**src/rtl/arb8_rr.sv**
```systemverilog
// arb8_rr: 8-way round-robin arbiter holding each grant until done,
// with a watchdog that force-releases a grant held too long.
module arb8_rr #(
    parameter int unsigned TIMEOUT = 64,
    parameter int unsigned CW      = 16
) (
    input  logic       clk,
    input  logic       rst,
    input  logic [7:0] req,
    input  logic       done,
    output logic [7:0] grant,
    output logic [2:0] sel,
    output logic       valid,
    output logic       timeout
);

    typedef enum logic {
        IDLE,
        BUSY
    } state_e;

    localparam logic [CW-1:0] CNT_LAST = CW'(TIMEOUT - 1);

    state_e        state_q, state_d;
    logic [2:0]    ptr_q, ptr_d;
    logic [CW-1:0] cnt_q, cnt_d;
    logic [7:0]    grant_q, grant_d;
    logic [2:0]    sel_q, sel_d;
    logic          timeout_q, timeout_d;

    // Returns {found, index} of the first set bit scanning p, p+1, ... mod 8.
    function automatic logic [3:0] rr_pick(
        input logic [7:0] r,
        input logic [2:0] p
    );
        logic       found;
        logic [2:0] idx;
        logic [2:0] win;
        found = 1'b0;
        win   = 3'd0;
        for (int i = 0; i < 8; i++) begin
            idx = p + 3'(i);
            if (!found && r[idx]) begin
                found = 1'b1;
                win   = idx;
            end
        end
        return {found, win};
    endfunction

    logic [2:0] next_ptr;
    logic [3:0] pick_idle;
    logic [3:0] pick_rel;
    logic       wd_hit;

    always_comb begin
        next_ptr  = sel_q + 3'd1;
        pick_idle = rr_pick(req, ptr_q);
        pick_rel  = rr_pick(req, next_ptr);
        wd_hit    = (cnt_q == CNT_LAST);

        state_d   = state_q;
        ptr_d     = ptr_q;
        cnt_d     = cnt_q;
        grant_d   = grant_q;
        sel_d     = sel_q;
        timeout_d = 1'b0;

        unique case (state_q)
            IDLE: begin
                if (pick_idle[3]) begin
                    grant_d = 8'b1 << pick_idle[2:0];
                    sel_d   = pick_idle[2:0];
                    cnt_d   = '0;
                    state_d = BUSY;
                end
            end
            BUSY: begin
                cnt_d = cnt_q + 1'b1;
                if (done || wd_hit) begin
                    // done wins over a coincident watchdog expiry
                    timeout_d = ~done;
                    ptr_d     = next_ptr;
                    cnt_d     = '0;
                    if (pick_rel[3]) begin
                        grant_d = 8'b1 << pick_rel[2:0];
                        sel_d   = pick_rel[2:0];
                    end else begin
                        grant_d = 8'h00;
                        state_d = IDLE;
                    end
                end
            end
            default: begin
                state_d = IDLE;
                grant_d = 8'h00;
            end
        endcase
    end

    always_ff @(posedge clk) begin
        if (rst) begin
            state_q   <= IDLE;
            ptr_q     <= 3'd0;
            cnt_q     <= '0;
            grant_q   <= 8'h00;
            sel_q     <= 3'd0;
            timeout_q <= 1'b0;
        end else begin
            state_q   <= state_d;
            ptr_q     <= ptr_d;
            cnt_q     <= cnt_d;
            grant_q   <= grant_d;
            sel_q     <= sel_d;
            timeout_q <= timeout_d;
        end
    end

    assign grant   = grant_q;
    assign sel     = sel_q;
    assign valid   = |grant_q;
    assign timeout = timeout_q;

endmodule

```
**config.mk**
```make
export PLATFORM = sky130hd
export DESIGN_NAME = arb8_rr
export DESIGN_NICKNAME = d
export VERILOG_FILES = /design/src/rtl/arb8_rr.sv
export SDC_FILE = /design/constraint.sdc
export NUM_CORES = 1
export LEC_CHECK = 0
export CORE_MARGIN = 1
export CORE_UTILIZATION = 35
export CTS_BUF_LIST = sky130_fd_sc_hd__clkbuf_8
export CTS_CLUSTER_DIAMETER = 40
export DETAILED_ROUTE_END_ITERATION = 7
export PLACE_DENSITY = 0.54
export RECOVER_POWER = 100
export SYNTH_ARGS = -nofsm -noshare
export SYNTH_HDL_FRONTEND = slang
export SYNTH_SLANG_ARGS = --single-unit
```
**constraint.sdc**
```tcl
create_clock -name clk -period 3.75 [get_ports clk]
set_clock_uncertainty 0.2 [all_clocks]
set_input_delay 0.5625 -clock clk [delete_from_list [all_inputs] [get_ports clk]]
set_output_delay 0.5625 -clock clk [all_outputs]
set_load 0.005 [all_outputs]
```
Word level (Yosys, flattened, before mapping)

Index checks and enable logic that the tools add are counted.

Output and inout port bits: 13
Register bits after elaboration: 32

Muxes and demuxes: 79
Shift operators: 2
Bitwise gates (word level): 3
$add $sub $neg: 16
$lt $le $gt $ge: 16
Reductions and logical operators: 34
Equal/unequal tests: 4

Operator list:

| cell                                                                          | number |
|---|---|
| 3-bit by 4-bit less-than comparator with 1-bit output (second input constant) | 16 |
| 3-bit 2-to-1 mux                                                              | 19 |
| 1-bit binary-select mux with 3-bit select                                     | 16 |
| 1-bit 2-to-1 mux                                                              | 35 |
| 16-bit 2-to-1 mux                                                             | 2 |
| 16-bit case mux with 2 select lines                                           | 1 |
| 3-bit adder (second input constant)                                           | 8 |
| 8-bit 2-to-1 mux                                                              | 3 |
| 16-bit by 1-bit adder with 16-bit output (second input constant)              | 1 |
| 16-bit by 6-bit equality test with 1-bit output (second input constant)       | 1 |
| 8-bit case mux with 2 select lines                                            | 1 |
| 1-bit by 3-bit << shifter with 8-bit output (first input constant)            | 2 |
| 1-bit logical AND                                                             | 14 |
| 1-bit zero test                                                               | 14 |
| 3-bit by 2-bit adder with 3-bit output (second input constant)                | 4 |
| 3-bit by 1-bit adder with 3-bit output (second input constant)                | 3 |
| 8-bit OR reduction                                                            | 1 |
| 3-bit case mux with 2 select lines                                            | 1 |
| 2-bit by 1-bit inequality test with 1-bit output (second input constant)      | 2 |
| 2-bit AND reduction                                                           | 2 |
| 1-bit inverter                                                                | 3 |
| 3-bit AND reduction                                                           | 1 |
| 3-bit OR reduction                                                            | 1 |
| 2-bit inequality test (second input constant)                                 | 1 |
| other kinds (2)                                                               | 2 |

Depth between registers and ports, before layout

Gate-level depths: netlist of run 1.

Word-level depth: 29
Depth in mapped cells: 16

Worst setup path before layout of run 1

Ideal clock, no wire load.

Path type: register -> register
Start point: register sel_q[0], in the netlist sel[0]
End point: register grant_q[1], in the netlist grant[1]
Buffers on the path: 3
Data arrival time: 3.628 ns
Stages on the path, launching flop included: 14
Slack: -0.166 ns
Path through: dfxtp_1 > buf_6 > buf_2 > clkinv_1 > ha_1 > buf_6 > mux4_2 > or2_1 > mux4_2 > nor4_4 > a211o_2 > nand2_4 > or3_1 > a311oi_2

Cells in the longest elaborated chain, start to end: 29
Elaborated cells on any way between the ends: 58

RTL lines:

| element                                                                         | line | text |
|---|---|---|
| start, declared                                                                 | 28   | `logic [2:0] sel_q, sel_d;` |
| start signal, assigned                                                          | 114  | `sel_q <= sel_d;` |
| 3-bit by 1-bit adder with 3-bit output *                                        | 57   | `next_ptr = sel_q + 3'd1;` |
| named net next_ptr[0]                                                           | 51   | `logic [2:0] next_ptr;` |
| branches (longest 25 deep; another with 3-bit by 1-bit adder with 3-bit output) | n/a  |  |
| 8-bit 2-to-1 mux *                                                              | 85   | `if (pick_rel[3]) begin` |
| 8-bit 2-to-1 mux *                                                              | 80   | `if (done \|\| wd_hit) begin` |
| 8-bit case mux with 2 select lines *                                            | 69   | `unique case (state_q)` |
| end signal, assigned                                                            | 113  | `grant_q <= grant_d;` |
| end, declared                                                                   | 27   | `logic [7:0] grant_q, grant_d;` |

Mark *: on every way through the listed nets, which the timed path passes. The select of a mux whose other input is x is not followed.
A chain may end at the register's enable or synchronous reset.

Worst setup path in the final report of run 1

Start point: input req[3]
End point: register grant_q[2], in the netlist grant[2]

Cells in the longest elaborated chain, start to end: 28
Elaborated cells on any way between the ends: 100

RTL lines:

| element                                     | line | text |
|---|---|---|
| start, declared                             | 9    | `input logic [7:0] req,` |
| 1-bit binary-select mux with 3-bit select   | 43   | `if (!found && r[idx]) begin` |
| 1-bit 2-to-1 mux (implied by the code)      | 43   |  |
| 1-bit 2-to-1 mux                            | 43   |  |
| 1-bit zero test                             | 43   |  |
| 1-bit logical AND                           | 43   |  |
| 1-bit 2-to-1 mux                            | 43   |  |
| 1-bit zero test                             | 43   |  |
| 1-bit logical AND                           | 43   |  |
| (+12 left out)                              | n/a  |  |
| 1-bit 2-to-1 mux                            | 43   |  |
| 1-bit zero test                             | 43   |  |
| 1-bit logical AND                           | 43   |  |
| 3-bit 2-to-1 mux                            | 43   |  |
| 1-bit by 3-bit << shifter with 8-bit output | 86   | `grant_d = 8'b1 << pick_rel[2:0];` |
| 8-bit 2-to-1 mux                            | 85   |  |
| 8-bit 2-to-1 mux                            | 80   |  |
| 8-bit case mux with 2 select lines          | 69   |  |

Parallel ways exist; a longest one is shown, timed or not. The select of a mux whose other input is x is not followed.

==> results of run 1 <==
-- metal layers --
metal / vias to the layer above / wire (um) / global-route usage (%)
met3: 6 / 314 / 2.57
met4: 0 / 60 / 3.06
met5: - / 0 / 0
li1: 1763 / - / -
met1: 1750 / 4840 / 26.6
met2: 73 / 4750 / 30.0
-- cell families (layout without fill, tap and decap cells) --
kind of cell / count (synthesis) / count (layout) / share of synthesized area (%)
buf+inv: 45 / 121 / 6.33
mux: 57 / 57 / 26.1
xor+xnor: 9 / 9 / 2.96
flops: 32 / 32 / 17.6
fa+ha+maj: 5 / 5 / 1.72
compound gates: 107 / 107 / 20.5
simple gates: 161 / 161 / 24.7
-- flip-flops by register name, indices dropped and copies added (netlist names) --
| signal | flops |
|---|---|
| cnt_q | 16 |
| grant | 8 |
| ptr_q | 3 |
| sel | 3 |
| state_q | 1 |
| timeout | 1 |
-- area by class of cell --
type                    count  area share, %
well taps                 133           3.65
inverters                  11          0.932
repair buffers            103           18.3
multi-input cells         339           61.4
clock buffers               5           1.51
clock inverters             2          0.192
flip-flops and latches     32           14.1
-- power groups by stage --
stage	Combinational, W	Clock, W	Sequential [W]
after floorplan	0.00116	0	0.000408
after global placement	0.00174	0	0.000424
after detailed placement	0.00176	0	0.000425
after CTS	0.00178	0.000253	0.000417
after global routing	0.00197	0.000273	0.000423
final	0.00181	0.000244	0.000418
-- final timing paths --
| path | startpoint | end | slack, ns | cells past startpoint |
|---|---|---|---|---|
| setup / recovery | req[3] | grant[2]$_SDFFE_PP0P_ | 0.13 | 10 |
| hold / removal | cnt_q[15]$_SDFFE_PP0P_ | cnt_q[15]$_SDFFE_PP0P_ | 0.31 | 2 |
| hold reg to reg | cnt_q[15]$_SDFFE_PP0P_ | cnt_q[15]$_SDFFE_PP0P_ | 0.31 | 2 |
| setup reg to reg | ptr_q[1]$_SDFFE_PP0P_ | grant[1]$_SDFFE_PP0P_ | 0.18 | 11 |
-- critical path, cell delays in order --
cell	delay, ns
clkdlybuf4s50_1	0.47
buf_4	0.20
mux4_2	0.50
mux2i_1	0.29
mux2_2	0.37
or3_1	0.35
a2bb2oi_1	0.18
o21a_2	0.19
or3b_1	0.35
a31oi_1	0.16
-- through the flow --
stage | setup TNS [ns] | instances | instance area, um2 | util (%)
finish | 0 | 625 | 4560 | 46.1
global route | -0.0218 | 625 | 4560 | 46.1
CTS | 0 | 624 | 4530 | 45.7
detailed placement | -1.39 | 617 | 4450 | 44.9
global placement | -0.558 | 617 | 4450 | 44.9
floorplan | 0 | 416 | 3650 | -
-- cells in the mapped netlist, types with 2 or more instances --
cell type / number / area share, %
a21o_1: 4 / 0.83
nand2b_1: 4 / 0.69
o21ai_0: 25 / 3.4
o211ai_1: 2 / 0.41
a311oi_1: 3 / 0.72
a211oi_1: 4 / 0.83
or3b_2: 3 / 0.72
mux2i_1: 18 / 5.0
nor3_1: 7 / 0.96
buf_6: 3 / 0.93
or4_1: 3 / 0.62
a31oi_1: 6 / 1.0
and4_1: 2 / 0.48
nor3b_1: 3 / 0.62
nor2_1: 38 / 3.9
and3_1: 12 / 2.1
a22oi_1: 6 / 1.2
clkbuf_1: 15 / 1.5
a22o_1: 2 / 0.48
dfxtp_1: 32 / 18
nand3_1: 9 / 1.2
o311a_1: 2 / 0.55
mux4_2: 28 / 17
a21oi_1: 23 / 3.2
mux2_1: 3 / 0.93
xnor2_1: 3 / 0.72
mux2_2: 6 / 1.9
o31ai_1: 2 / 0.41
nand3b_1: 12 / 2.5
o31a_1: 2 / 0.48
o211a_1: 2 / 0.55
or3_1: 5 / 0.86
buf_2: 10 / 1.4
o311ai_1: 2 / 0.48
nor4_1: 6 / 1.0
ha_1: 5 / 1.7
nand2_1: 28 / 2.9
nor2b_1: 5 / 0.86
or2_1: 5 / 0.86
o21a_1: 2 / 0.41
nand4_1: 7 / 1.2
buf_4: 4 / 0.83
inv_1: 9 / 0.93
xor2_1: 4 / 0.96
and2_0: 2 / 0.34
-- what timing repair did --
action	in CTS	in global routing
gates resized for setup	1	14
buffers inserted	0	1
setup endpoints to repair	1	11
gates cloned	0	0
==> flow_metrics.env, run 1 <==
export IMPL_vias_per_cell=5.75
export IMPL_overflow=0
export IMPL_grt_max_degree=27
export IMPL_crit_type="input pin to flop"
export IMPL_initial_core_util_pct=36.7
export IMPL_cts_sinks=32
export IMPL_cts_tree="built"
export IMPL_leakagePower_nw=1.82
export IMPL_netlist_cell_type_count=83
export IMPL_drt_pre_antenna_iters=5
export IMPL_drive_above_1_share_pct=29.1
export IMPL_min_period_ns=3.62
export IMPL_ys_ff_latch=32
export IMPL_worst_setup_path_end_kind="flop"
export IMPL_nFillCells=960
export IMPL_htreeDepth=2
export IMPL_grt_pass1_wl_mm=16.7
export IMPL_setup_slack_ns=0.134
export IMPL_root_buffer="clkbuf_8"
export IMPL_status="finished clean"
export IMPL_postSynthAreaPerCell_um2=8.74
export IMPL_io_buffers=23
export IMPL_ff_latch_area_um2=642
export IMPL_combPwrFrac_pct=73.3
export IMPL_ir_worst_vdd_v=0.000206
export IMPL_seqPwrFrac_pct=16.9
export IMPL_drtIter0Drc=166
export IMPL_die_y_um=104
export IMPL_grt_usage_pct=18.6
export IMPL_maxSlewHeadroom_pct=48.2
export IMPL_routed_wl_mm=9.96
export IMPL_multiInputGateArea_um2=2800
export IMPL_syn_instance_count=416
export IMPL_cp_max_fo=8
export IMPL_die_x_um=104
export IMPL_clockBufferDepth=2
export IMPL_seq_area_frac_synth_pct=17.6
export IMPL_cts_buffers=5
export IMPL_die_area_um2=10800
export IMPL_worst_setup_path_start_kind="input pin"
export IMPL_p_sw_w=0.00104
export IMPL_cts_clk_slew_worst_paths_ns=0.07
export IMPL_postRouteAntennaNets=0
export IMPL_switching_share_pct=41.9
export IMPL_worstPathRequired_ns=3.76
export IMPL_fin_hold_ws_ns=0.307
export IMPL_gp_congestion=0.853
export IMPL_fp_coreArea_um2=9910
export IMPL_wl_per_cell_um=15.9
export IMPL_grt_pass1_vias=3326
export IMPL_area_growth_pct=25.5
export IMPL_ys_async_sr_fraction_pct=0
export IMPL_std_cell_rows=36
export IMPL_clock_latency_ns=0.28
export IMPL_post_route_period_util_pct=96.4
export IMPL_hpwlAfterDp_mm=7.62
export IMPL_min_path_type="flop to flop"
export IMPL_finalMaxSlewViolations=0
export IMPL_synth_cell_area_um2=3640
export IMPL_postCtsHoldBufs=0
export IMPL_critPathArrivalTime_ns=3.62
export IMPL_layout_commonest_cell="buf_4"
export IMPL_mostFrequentLayoutCells="74 x buf_4, 37 x nor2_1, 31 x dfxtp_1"
export IMPL_yosys_warnings=0
export IMPL_worst_pin_slew_ns=0.772
export IMPL_pin_count=24
export IMPL_setup_viol=0
export IMPL_syn_nets=432
export IMPL_p_total_w=0.00248
export IMPL_max_freq_mhz=277
export IMPL_hold_viol=0
export IMPL_synth_edf_count=0
export IMPL_fin_nets=508
export IMPL_p_clk_share_pct=9.8
export IMPL_p_int_w=0.00144
export IMPL_p_per_area_nw_per_um2=542
export IMPL_remaining_drc_errors=0
export IMPL_dominantRegCellSynth="dfxtp_1"
export IMPL_antenna_found_initial=0
export IMPL_diodes=0
export IMPL_num_vias=3592
export IMPL_pre_cts_slack_ns=-0.226
export IMPL_drv_cap=0
No activity file was read; power rests on OpenSTA's default activity.
==> inputs of run 2 (changes only) <==
--- a/config.mk
+++ b/config.mk
@@ -7,7 +7,6 @@
 export LEC_CHECK = 0
 export CORE_MARGIN = 1
 export CORE_UTILIZATION = 35
-export CTS_BUF_LIST = sky130_fd_sc_hd__clkbuf_8
 export CTS_CLUSTER_DIAMETER = 40
 export DETAILED_ROUTE_END_ITERATION = 7
 export PLACE_DENSITY = 0.54
==> flow_metrics.env, run 2 (synthesis gave the netlist of run 1 again) <==
export IMPL_fin_nets=508
export IMPL_p_int_w=0.00144
export IMPL_vias_per_cell=5.74
export IMPL_cts_sinks=32
export IMPL_post_route_period_util_pct=96.4
export IMPL_ff_latch_area_um2=642
export IMPL_grt_pass1_vias=3326
export IMPL_num_vias=3588
export IMPL_worst_setup_path_end_kind="flop"
export IMPL_mostFrequentLayoutCells="74 x buf_4, 37 x nor2_1, 31 x dfxtp_1"
export IMPL_root_buffer="clkbuf_8"
export IMPL_layout_commonest_cell="buf_4"
export IMPL_timing_critical_path_from="req[3]"
export IMPL_postCtsHoldBufs=0
export IMPL_worst_pin_slew_ns=0.773
export IMPL_initial_core_util_pct=36.7
export IMPL_crit_buf_inv=2
export IMPL_diodes=0
export IMPL_wl_per_cell_um=15.9
export IMPL_p_sw_w=0.00104
export IMPL_r2r_start="ptr_q[1]$_SDFFE_PP0P_"
export IMPL_switching_share_pct=41.8
export IMPL_min_period_ns=3.61
export IMPL_std_cell_rows=36
export IMPL_maxSlewHeadroom_pct=48.1
export IMPL_clockBufferDepth=2
export IMPL_slowest_stage="mux4_2"
export IMPL_routed_wl_mm=9.95
export IMPL_crit_type="input pin to flop"
export IMPL_drt_pre_antenna_iters=4
export IMPL_multiInputGateArea_um2=2800
export IMPL_die_y_um=104
export IMPL_grt_usage_pct=18.6
export IMPL_setup_viol=0
export IMPL_clock_latency_ns=0.28
export IMPL_postRouteAntennaNets=0
export IMPL_critPathArrivalTime_ns=3.62
export IMPL_regMostFlops="cnt_q"
export IMPL_p_per_area_nw_per_um2=543
export IMPL_combPwrFrac_pct=73.2
export IMPL_rr_worst_depth=11
export IMPL_overflow=0
export IMPL_grt_pass1_wl_mm=16.7
export IMPL_min_path_type="flop to flop"
export IMPL_seqPwrFrac_pct=16.9
export IMPL_die_x_um=104
export IMPL_status="finished clean"
export IMPL_leakagePower_nw=1.82
export IMPL_pin_count=24
export IMPL_htreeDepth=2
export IMPL_nFillCells=960
export IMPL_finalMaxSlewViolations=0
export IMPL_remaining_drc_errors=0
export IMPL_io_buffers=23
export IMPL_dp_cells=617
export IMPL_r2r_slack_ns=0.18
export IMPL_setup_tns_ns=0
export IMPL_drtIter0Drc=167
export IMPL_path_delay_family="multiplexers"
export IMPL_worst_setup_path_start_kind="input pin"
export IMPL_worstPathRequired_ns=3.76
export IMPL_drive_above_1_share_pct=29.1
export IMPL_p_clk_share_pct=10.0
export IMPL_cts_tree="built"
export IMPL_area_growth_pct=25.5
export IMPL_r2r_end="grant[1]$_SDFFE_PP0P_"
export IMPL_layout_cells_non_filler=625
export IMPL_die_area_um2=10800
export IMPL_crit_path_end="grant[2]$_SDFFE_PP0P_"
export IMPL_hold_viol=0
export IMPL_cp_depth=10
export IMPL_cp_max_fo=8
export IMPL_cts_clk_slew_worst_paths_ns=0.07
export IMPL_antenna_found_initial=0
export IMPL_largest_register_ffs=16
export IMPL_max_freq_mhz=277
export IMPL_cts_buffers=5
export IMPL_fp_coreArea_um2=9910
export IMPL_gp_congestion=0.853
export IMPL_hpwlAfterDp_mm=7.62
export IMPL_crit_chain="clkdlybuf4s50_1 -> buf_4 -> mux4_2 -> mux2i_1 -> mux2_2 -> or3_1 -> a2bb2oi_1 -> o21a_2 -> or3b_1 -> a31oi_1"
export IMPL_grt_max_degree=27
export IMPL_drv_cap=0
export IMPL_slowest_delay_ns=0.50
export IMPL_ir_worst_vdd_v=0.000206
## run 2: cell types whose count changed in the layout (fill, tap and decap cells not counted), sizes merged
cell    change
inv         -1
clkbuf      +1
## run 2: how the worst min path moves through the flow
stage                            from                     end  slack [ns]  depth (start not counted)
6_report       cnt_q[15]$_SDFFE_PP0P_  cnt_q[15]$_SDFFE_PP0P_        0.31                          2
5_1_grt         cnt_q[4]$_SDFFE_PP0P_   cnt_q[4]$_SDFFE_PP0P_        0.33                          2
3_3_place_gp   cnt_q[15]$_SDFFE_PP0P_  cnt_q[15]$_SDFFE_PP0P_        0.28                          2
3_5_place_dp   cnt_q[15]$_SDFFE_PP0P_  cnt_q[15]$_SDFFE_PP0P_        0.29                          2
2_1_floorplan  cnt_q[15]$_SDFFE_PP0P_  cnt_q[15]$_SDFFE_PP0P_        0.26                          2
4_1_cts        cnt_q[15]$_SDFFE_PP0P_  cnt_q[15]$_SDFFE_PP0P_        0.30                          2
## run 2: routing by layer
metal / global-route usage (%) / vias up / share of wire [%]
met2: 30.0 / 70 / 48
li1: - / 1764 / -
met1: 26.6 / 1750 / 49
met4: 3.06 / 0 / 0.53
met3: 2.57 / 4 / 3.0
met5: 0 / - / 0
## run 2: stage by stage
step	util, %	hold slack [ns]	cell area (um2)	power, W	worst slack [ns]
final	46.1	0.307	4560	0.00248	0.135
after global routing	46.1	0.333	4560	0.00267	-0.0171
after CTS	45.7	0.303	4530	0.00245	0.00989
after detailed placement	44.9	0.292	4450	0.00219	-0.226
after global placement	44.9	0.279	4450	0.00217	-0.181
after floorplan	-	0.257	3650	0.00157	0.00900
## run 2: power by group through the flow
stage	Combinational [W]	Clock, W	Sequential [W]
CTS	0.00178	0.000256	0.000417
detailed placement	0.00176	0	0.000425
global route	0.00197	0.000276	0.000423
global placement	0.00174	0	0.000424
floorplan	0.00116	0	0.000408
finish	0.00181	0.000247	0.000418
## run 2: timing repair
| item | in CTS | in global routing |
|---|---|---|
| cloned | 0 | 0 |
| gates resized for setup | 1 | 14 |
| pin swaps | 0 | 0 |
| endpoints found under the setup margin | 1 | 11 |
| buffers inserted | 0 | 1 |
## run 2: layout make-up
| class | count | area share, % |
|---|---|---|
| clock buffer | 6 | 1.59 |
| inverter | 11 | 0.932 |
| timing repair buffer | 103 | 18.3 |
| multi-input combinational | 339 | 61.4 |
| sequential | 32 | 14.1 |
| clock inverter | 1 | 0.110 |
| tap | 133 | 3.65 |
## run 2: worst min-delay path: cells and delay by family (launching register included)
family | cells | cell delay, ns
flip-flops | 1 | 0.33
AO/OA/AOI/OAI | 2 | 0.14
==> inputs of run 3 (changes only) <==
--- a/config.mk
+++ b/config.mk
@@ -5,7 +5,6 @@
 export SDC_FILE = /design/constraint.sdc
 export NUM_CORES = 1
 export LEC_CHECK = 0
-export CORE_MARGIN = 1
 export CORE_UTILIZATION = 35
 export CTS_CLUSTER_DIAMETER = 40
 export DETAILED_ROUTE_END_ITERATION = 7
==> results of run 3 <==
The final DEF is identical to that of run 2; final timing and power are the same.
